`src/rtl/ln_pack_pkg.sv`:
```
// Shared types and constants for the LayerNorm output byte packer.
package ln_pack_pkg;

  localparam int BYTES  = 8;
  localparam int OUT_W  = 64;
  localparam int CNT_W  = 32;
  localparam int LANE_W = $clog2(BYTES);

  typedef enum logic [1:0] {
    IDLE,
    RUN,
    DRAIN,
    DONE
  } state_t;

  // Contiguous low-order mask covering lanes 0..lane.
  function automatic logic [BYTES-1:0] keep_of(input logic [LANE_W-1:0] lane);
    logic [BYTES-1:0] k;
    for (int i = 0; i < BYTES; i++) begin
      k[i] = (LANE_W'(i) <= lane);
    end
    return k;
  endfunction

endpackage

```
`src/rtl/ln_pack_outreg.sv`:
```
// Single-entry output register; contents held until m_valid && m_ready, flush drops them.
module ln_pack_outreg #(
  parameter int OUT_W = 64,
  parameter int BYTES = 8
) (
  input  logic             clk,
  input  logic             rst,
  input  logic             flush,
  input  logic             load,
  input  logic [OUT_W-1:0] load_data,
  input  logic [BYTES-1:0] load_keep,
  input  logic             load_last,
  input  logic             m_ready,
  output logic             m_valid,
  output logic [OUT_W-1:0] m_data,
  output logic [BYTES-1:0] m_keep,
  output logic             m_last,
  output logic             free
);

  assign free = !m_valid || m_ready;

  always_ff @(posedge clk) begin
    if (rst || flush) begin
      m_valid <= 1'b0;
      m_data  <= '0;
      m_keep  <= '0;
      m_last  <= 1'b0;
    end else if (load) begin
      m_valid <= 1'b1;
      m_data  <= load_data;
      m_keep  <= load_keep;
      m_last  <= load_last;
    end else if (m_valid && m_ready) begin
      m_valid <= 1'b0;
    end
  end

endmodule

```
`src/rtl/ln_out_packer.sv`:
```
// Packs the LayerNorm byte stream into 64-bit words with keep mask and frame tracking.
// Build option LN_PACK_LAST_CHECK_EN: frame ends on the byte count and s_last is only checked.
//
// state | meaning
// IDLE  | waiting for start
// RUN   | accepting and packing bytes
// DRAIN | final word held until m_ready
// DONE  | one cycle, done asserted
module ln_out_packer #(
  parameter int OUT_W = ln_pack_pkg::OUT_W,
  parameter int BYTES = ln_pack_pkg::BYTES,
  parameter int CNT_W = ln_pack_pkg::CNT_W
) (
  input  logic             clk,
  input  logic             rst,
  input  logic             start,
  input  logic [9:0]       Channel_Nums,
  input  logic [19:0]      Token_Nums,
  input  logic             s_valid,
  output logic             s_ready,
  input  logic [7:0]       s_data,
  input  logic             s_last,
  output logic             m_valid,
  input  logic             m_ready,
  output logic [OUT_W-1:0] m_data,
  output logic [BYTES-1:0] m_keep,
  output logic             m_last,
  output logic             done,
  output logic             err
);

  import ln_pack_pkg::*;

  state_t              state, state_nxt;
  logic [LANE_W-1:0]   lane;
  logic [OUT_W-1:0]    acc, acc_nxt;
  logic [CNT_W-1:0]    total_in;
  logic                free, accept, final_byte, close;

  assign total_in = CNT_W'(Channel_Nums) * CNT_W'(Token_Nums);

`ifdef LN_PACK_LAST_CHECK_EN
  logic [CNT_W-1:0] total, byte_cnt;

  assign final_byte = (byte_cnt == total - CNT_W'(1));

  always_ff @(posedge clk) begin
    if (rst) begin
      total    <= '0;
      byte_cnt <= '0;
      err      <= 1'b0;
    end else if (start) begin
      total    <= total_in;
      byte_cnt <= '0;
      err      <= 1'b0;
    end else if (accept) begin
      byte_cnt <= byte_cnt + CNT_W'(1);
      if (s_last != final_byte) err <= 1'b1;
    end
  end
`else
  assign final_byte = s_last;
  assign err        = 1'b0;
`endif

  always_comb begin
    s_ready   = (state == RUN) && free;
    accept    = s_valid && s_ready;
    close     = accept && ((lane == LANE_W'(BYTES - 1)) || final_byte);
    done      = (state == DONE);
    acc_nxt   = acc;
    acc_nxt[8*lane +: 8] = s_data;
    state_nxt = state;
    case (state)
      IDLE:    state_nxt = IDLE;
      RUN:     if (accept && final_byte) state_nxt = DRAIN;
      DRAIN:   if (m_valid && m_ready) state_nxt = DONE;
      DONE:    state_nxt = IDLE;
      default: state_nxt = IDLE;
    endcase
    // start overrides everything, including an abort mid-frame
    if (start) state_nxt = (total_in == '0) ? DONE : RUN;
  end

  always_ff @(posedge clk) begin
    if (rst) begin
      state <= IDLE;
      lane  <= '0;
      acc   <= '0;
    end else begin
      state <= state_nxt;
      if (start) begin
        lane <= '0;
        acc  <= '0;
      end else if (accept) begin
        if (close) begin
          lane <= '0;
          acc  <= '0;
        end else begin
          lane <= lane + LANE_W'(1);
          acc  <= acc_nxt;
        end
      end
    end
  end

  ln_pack_outreg #(.OUT_W(OUT_W), .BYTES(BYTES)) u_outreg (
    .clk       (clk),
    .rst       (rst),
    .flush     (start),
    .load      (close),
    .load_data (acc_nxt),
    .load_keep (keep_of(lane)),
    .load_last (final_byte),
    .m_ready   (m_ready),
    .m_valid   (m_valid),
    .m_data    (m_data),
    .m_keep    (m_keep),
    .m_last    (m_last),
    .free      (free)
  );

endmodule
```
`config.mk`:
```
export PLATFORM = sky130hd
export DESIGN_NAME = ln_out_packer
export DESIGN_NICKNAME = d
export VERILOG_FILES = /design/src/rtl/ln_pack_pkg.sv /design/src/rtl/ln_pack_outreg.sv /design/src/rtl/ln_out_packer.sv
export SDC_FILE = /design/constraint.sdc
export NUM_CORES = 1
export LEC_CHECK = 0
export CAP_MARGIN = 20
export CORE_AREA = 5 5 162 179
export DETAILED_ROUTE_END_ITERATION = 10
export DIE_AREA = 0 0 167 184
export PLACE_DENSITY_LB_ADDON = 0.15
export SLEW_MARGIN = 20
export SYNTH_ARGS = -nofsm -noshare
export SYNTH_HDL_FRONTEND = slang
export SYNTH_SLANG_ARGS = --single-unit
```
`constraint.sdc`:
```
create_clock -name clk -period 7.24 [get_ports clk]
set_clock_uncertainty 0.15 [all_clocks]
set_input_delay 1.448 -clock clk [delete_from_list [all_inputs] [get_ports clk]]
set_output_delay 1.448 -clock clk [all_outputs]
set_load 0.01 [all_outputs]
```
==> impl_metrics.py <==
metrics = {
    "critical_path": {
        "crit_chain": "clkdlybuf4s50_1 -> nand2_1 -> fa_1 -> fa_1 -> fa_1 -> fa_1 -> inv_1 -> fa_1 -> ha_1 -> buf_4 -> buf_4 -> nand2_1 -> nor3_1 -> nor3_1 -> o311ai_0 -> nor4_2 -> o2111ai_1 -> nor4_2 -> nand4_1 -> o21ai_1",
        "cp_common_cell": "fa_1",
        "cpLargestDelayFamily": "adder cells",
        "crit_start": "Token_Nums[2]",
        "crit_cells": 20,
        "slowest_delay_ns": 0.67,
        "reg2reg_depth": 7,
        "required_ns": 7.44,
        "cp-end-kind": "flop",
        "cp_max_fo": 7,
        "cp.arrival_ns": 7.08,
        "worst-path-buf-inv": 4,
        "startpoint_type": "input pin",
        "criticalPathCategory": "input pin to flop",
        "slowest_stage": "clkdlybuf4s50_1",
        "crit-reg2reg-launch": "lane[0]$_SDFFE_PP0P_",
    },
    "timing": {
        "min_period_ns": 6.87,
        "min_period_over_period_pct": 95.0,
        "setup_slack_ns": 0.365,
        "max_freq_ghz": 0.145,
        "tightestPinTransition_ns": 0.963,
        "hold_viol": 0,
        "maxSlewHeadroom_pct": 35.8,
        "slew_viol_final": 0,
        "setup_violations": 0,
        "rsz0062_at_grt": "no",
    },
    "global_route": {
        "grt_max_degree": 81,
        "track_usage_pct": 23.1,
        "antenna_found_initial": 1,
        "grt_pass1_wl_um": 57900,
        "grt_pass1_vias": 11200,
        "grt_remaining_overflow": 0,
    },
    "route": {
        "drt_iter0_markers": 603,
        "wire_per_inst_um": 17.8,
        "dr.pass1.iters": 5,
        "vias": 10900,
        "wirelength_um": 35200,
        "drtAntennaViolNets": 0,
        "drc": 0,
        "vias_per_cell": 5.54,
    },
    "layout": {
        "instances_no_fill": 1975,
        "insertedDiodeCount": 0,
        "layout-drive-gt1-share_pct": 8.59,
        "fin_nets": 1868,
        "area_growth_pct": 21.2,
        "fillers": 2464,
    },
    "placement": {
        "routabilityCongestion": 0.892,
        "place_inst": 1943,
        "dp_hpwl_um": 26900,
        "portBuffers": 119,
        "place_ws_ns": -0.165,
    },
    "pwr": {
        "p_int_mw": 3.20,
        "clock_power_share_pct": 14.1,
        "ir_worst_vdd_uv": 290,
        "switching_share_pct": 45.5,
        "power_frac_comb_pct": 72.2,
        "leakage_nw": 5.94,
        "powerDensity_nw_per_um2": 389,
        "sequentialPowerShare_pct": 13.6,
        "p_sw_mw": 2.67,
    },
    "yosys": {
        "ys_ff_latch": 143,
        "synthFlopType": "dfxtp_1",
        "syn_area_um2": 12500,
        "yosysTopAreaCellShare_pct": 23.0,
        "yosysTopAreaCell": "dfxtp_1",
        "ys_types": 68,
        "syn-mean-instance-area_um2": 8.38,
        "syn_nets": 1749,
        "ys_async_sr_fraction_pct": 0,
        "synth_common_cells": "nor2_1, nand2_1, dfxtp_1",
        "synthMostInstantiatedCell": "nor2_1",
        "seq_area_frac_synth_pct": 23.0,
        "synth_edf_count": 0,
        "ys_top_cells_by_area": "dfxtp_1, fa_1, ha_1, nor2_1, nand2_1",
        "syn_inst": 1486,
        "yosys_warnings": 0,
    },
    "floorplan": {
        "coreArea_um2": 26900,
        "fp-row-count": 63,
        "die_area_um2": 30700,
        "io_pins": 121,
        "start_util_pct": 46.3,
        "die_h_um": 184,
        "die_width_um": 167,
    },
    "clock_network": {
        "clockRootBuffer": "clkbuf_16",
        "cts_max_path_buffers": 2,
        "ctsHtreeMaxLevel": 4,
        "clock-sinks": 143,
        "hold_buffers": 0,
        "cts_tree": "done",
        "path_clk_slew_ns": 0.07,
        "clkLatencyLatePin_ns": 0.42,
        "numCtsBuffers": 17,
    },
    "min_path": {
        "min_from": "u_outreg.m_keep[6]$_SDFFE_PP0P_",
        "hp-class": "flop to flop",
        "min_path_cells": 2,
    },
    "status": {
        "status": "finished, final reports clean",
    },
    "flow_run": {
        "drv_cap": 0,
    },
}
==> kinds of logic after synthesis <==
group                    count (synthesis)  share of synthesized area [%]
AND/OR/NAND/NOR                        629                           22.5
flip-flops                             143                           23.0
buffers and inverters                  211                           6.68
AO/OA/AOI/OAI                          257                           15.2
multiplexers                            17                           1.37
adder cells (fa/ha/maj)                219                           30.6
other                                    1                         0.0301
XOR/XNOR                                 9                          0.633
==> worst paths after layout <==
kind                                      to  slack [ns]
max                    state[1]$_SDFFE_PP0P_        0.37
min reg2reg  u_outreg.m_keep[6]$_SDFFE_PP0P_        0.31
max reg2reg             acc[11]$_SDFFE_PP0P_        4.05
min          u_outreg.m_keep[6]$_SDFFE_PP0P_        0.31
==> cell type report <==
class | instances | area, um2 | area share [%]
Clock buffer | 17 | 425 | 2.82
Multi-Input combinational cell | 1132 | 8790 | 58.2
Sequential cell | 143 | 2860 | 19.0
Tap cell | 357 | 447 | 2.96
Inverter | 107 | 402 | 2.66
Timing Repair Buffer | 204 | 2040 | 13.5
Clock inverter | 15 | 128 | 0.846
==> metal layers <==
metal / vias up / global-route usage, % / routed length [um]
li1: 5267 / - / -
met1: 5284 / 26.8 / 13800
met2: 315 / 43.5 / 18400
met3: 79 / 3.18 / 1640
met4: 2 / 8.41 / 1260
met5: - / 0 / 20
==> placed cells by master, fill, tap and decap left out, drive strengths merged, types with 3 or more instances in the layout <==
master         count
or2                4
a2111oi            3
o31a               3
nand2b             9
inv              114
and2              81
o211ai             5
nand2            202
a211oi            68
mux2i             17
a21o               5
buf               85
o21ai             26
nor3              66
a22oi             16
clkinv             5
xnor2              6
nand4             10
and3               6
clkinvlp           3
a311oi             3
dfxtp            143
nand3             14
clkdlybuf4s50    119
ha                77
o21a               6
a32oi             50
fa               142
o22ai              3
o2111ai            3
nor2b              3
nor2             222
a21oi             48
nor4               5
clkbuf            17
xor2               3
==> worst min-delay path: stages, from the launching register on <==
cell and delay [ns]:
dfxtp_1 0.31, nand2_1 0.05, a21oi_1 0.05
==> repair_timing <==
| action | 4_1_cts | 5_1_grt |
|---|---|---|
| endpoints found under the setup margin | 0 | 1 |
| resized for setup | 0 | 2 |
| setup buffers | 0 | 0 |
==> registers in the layout (all words and copies together), names as in the netlist <==
signal            flops
u_outreg.m_keep       8
u_outreg.m_valid      1
u_outreg.m_last       1
state                 2
acc                  64
u_outreg.m_data      64
lane                  3
==> through the flow <==
step           power, mW  setup TNS, ns  utilization [%]  area (um2)  hold slack (ns)
3_3_place_gp        5.05        -0.0417             54.1       14500            0.297
2_1_floorplan       3.56              0                -       12500            0.304
3_5_place_dp        5.06         -0.165             54.1       14500            0.302
5_1_grt             6.40              0             56.1       15100            0.334
6_report            5.87              0             56.1       15100            0.309
4_1_cts             5.91              0             56.1       15100            0.311
==> power groups by stage <==
stage | clock network, mW | logic, mW | registers [mW]
5_1_grt | 0.883 | 4.72 | 0.801
3_5_place_dp | 0 | 4.24 | 0.818
3_3_place_gp | 0 | 4.23 | 0.818
4_1_cts | 0.844 | 4.27 | 0.800
6_report | 0.829 | 4.24 | 0.800
2_1_floorplan | 0 | 2.74 | 0.820
Note: power is estimated with default switching activity, not from simulation.
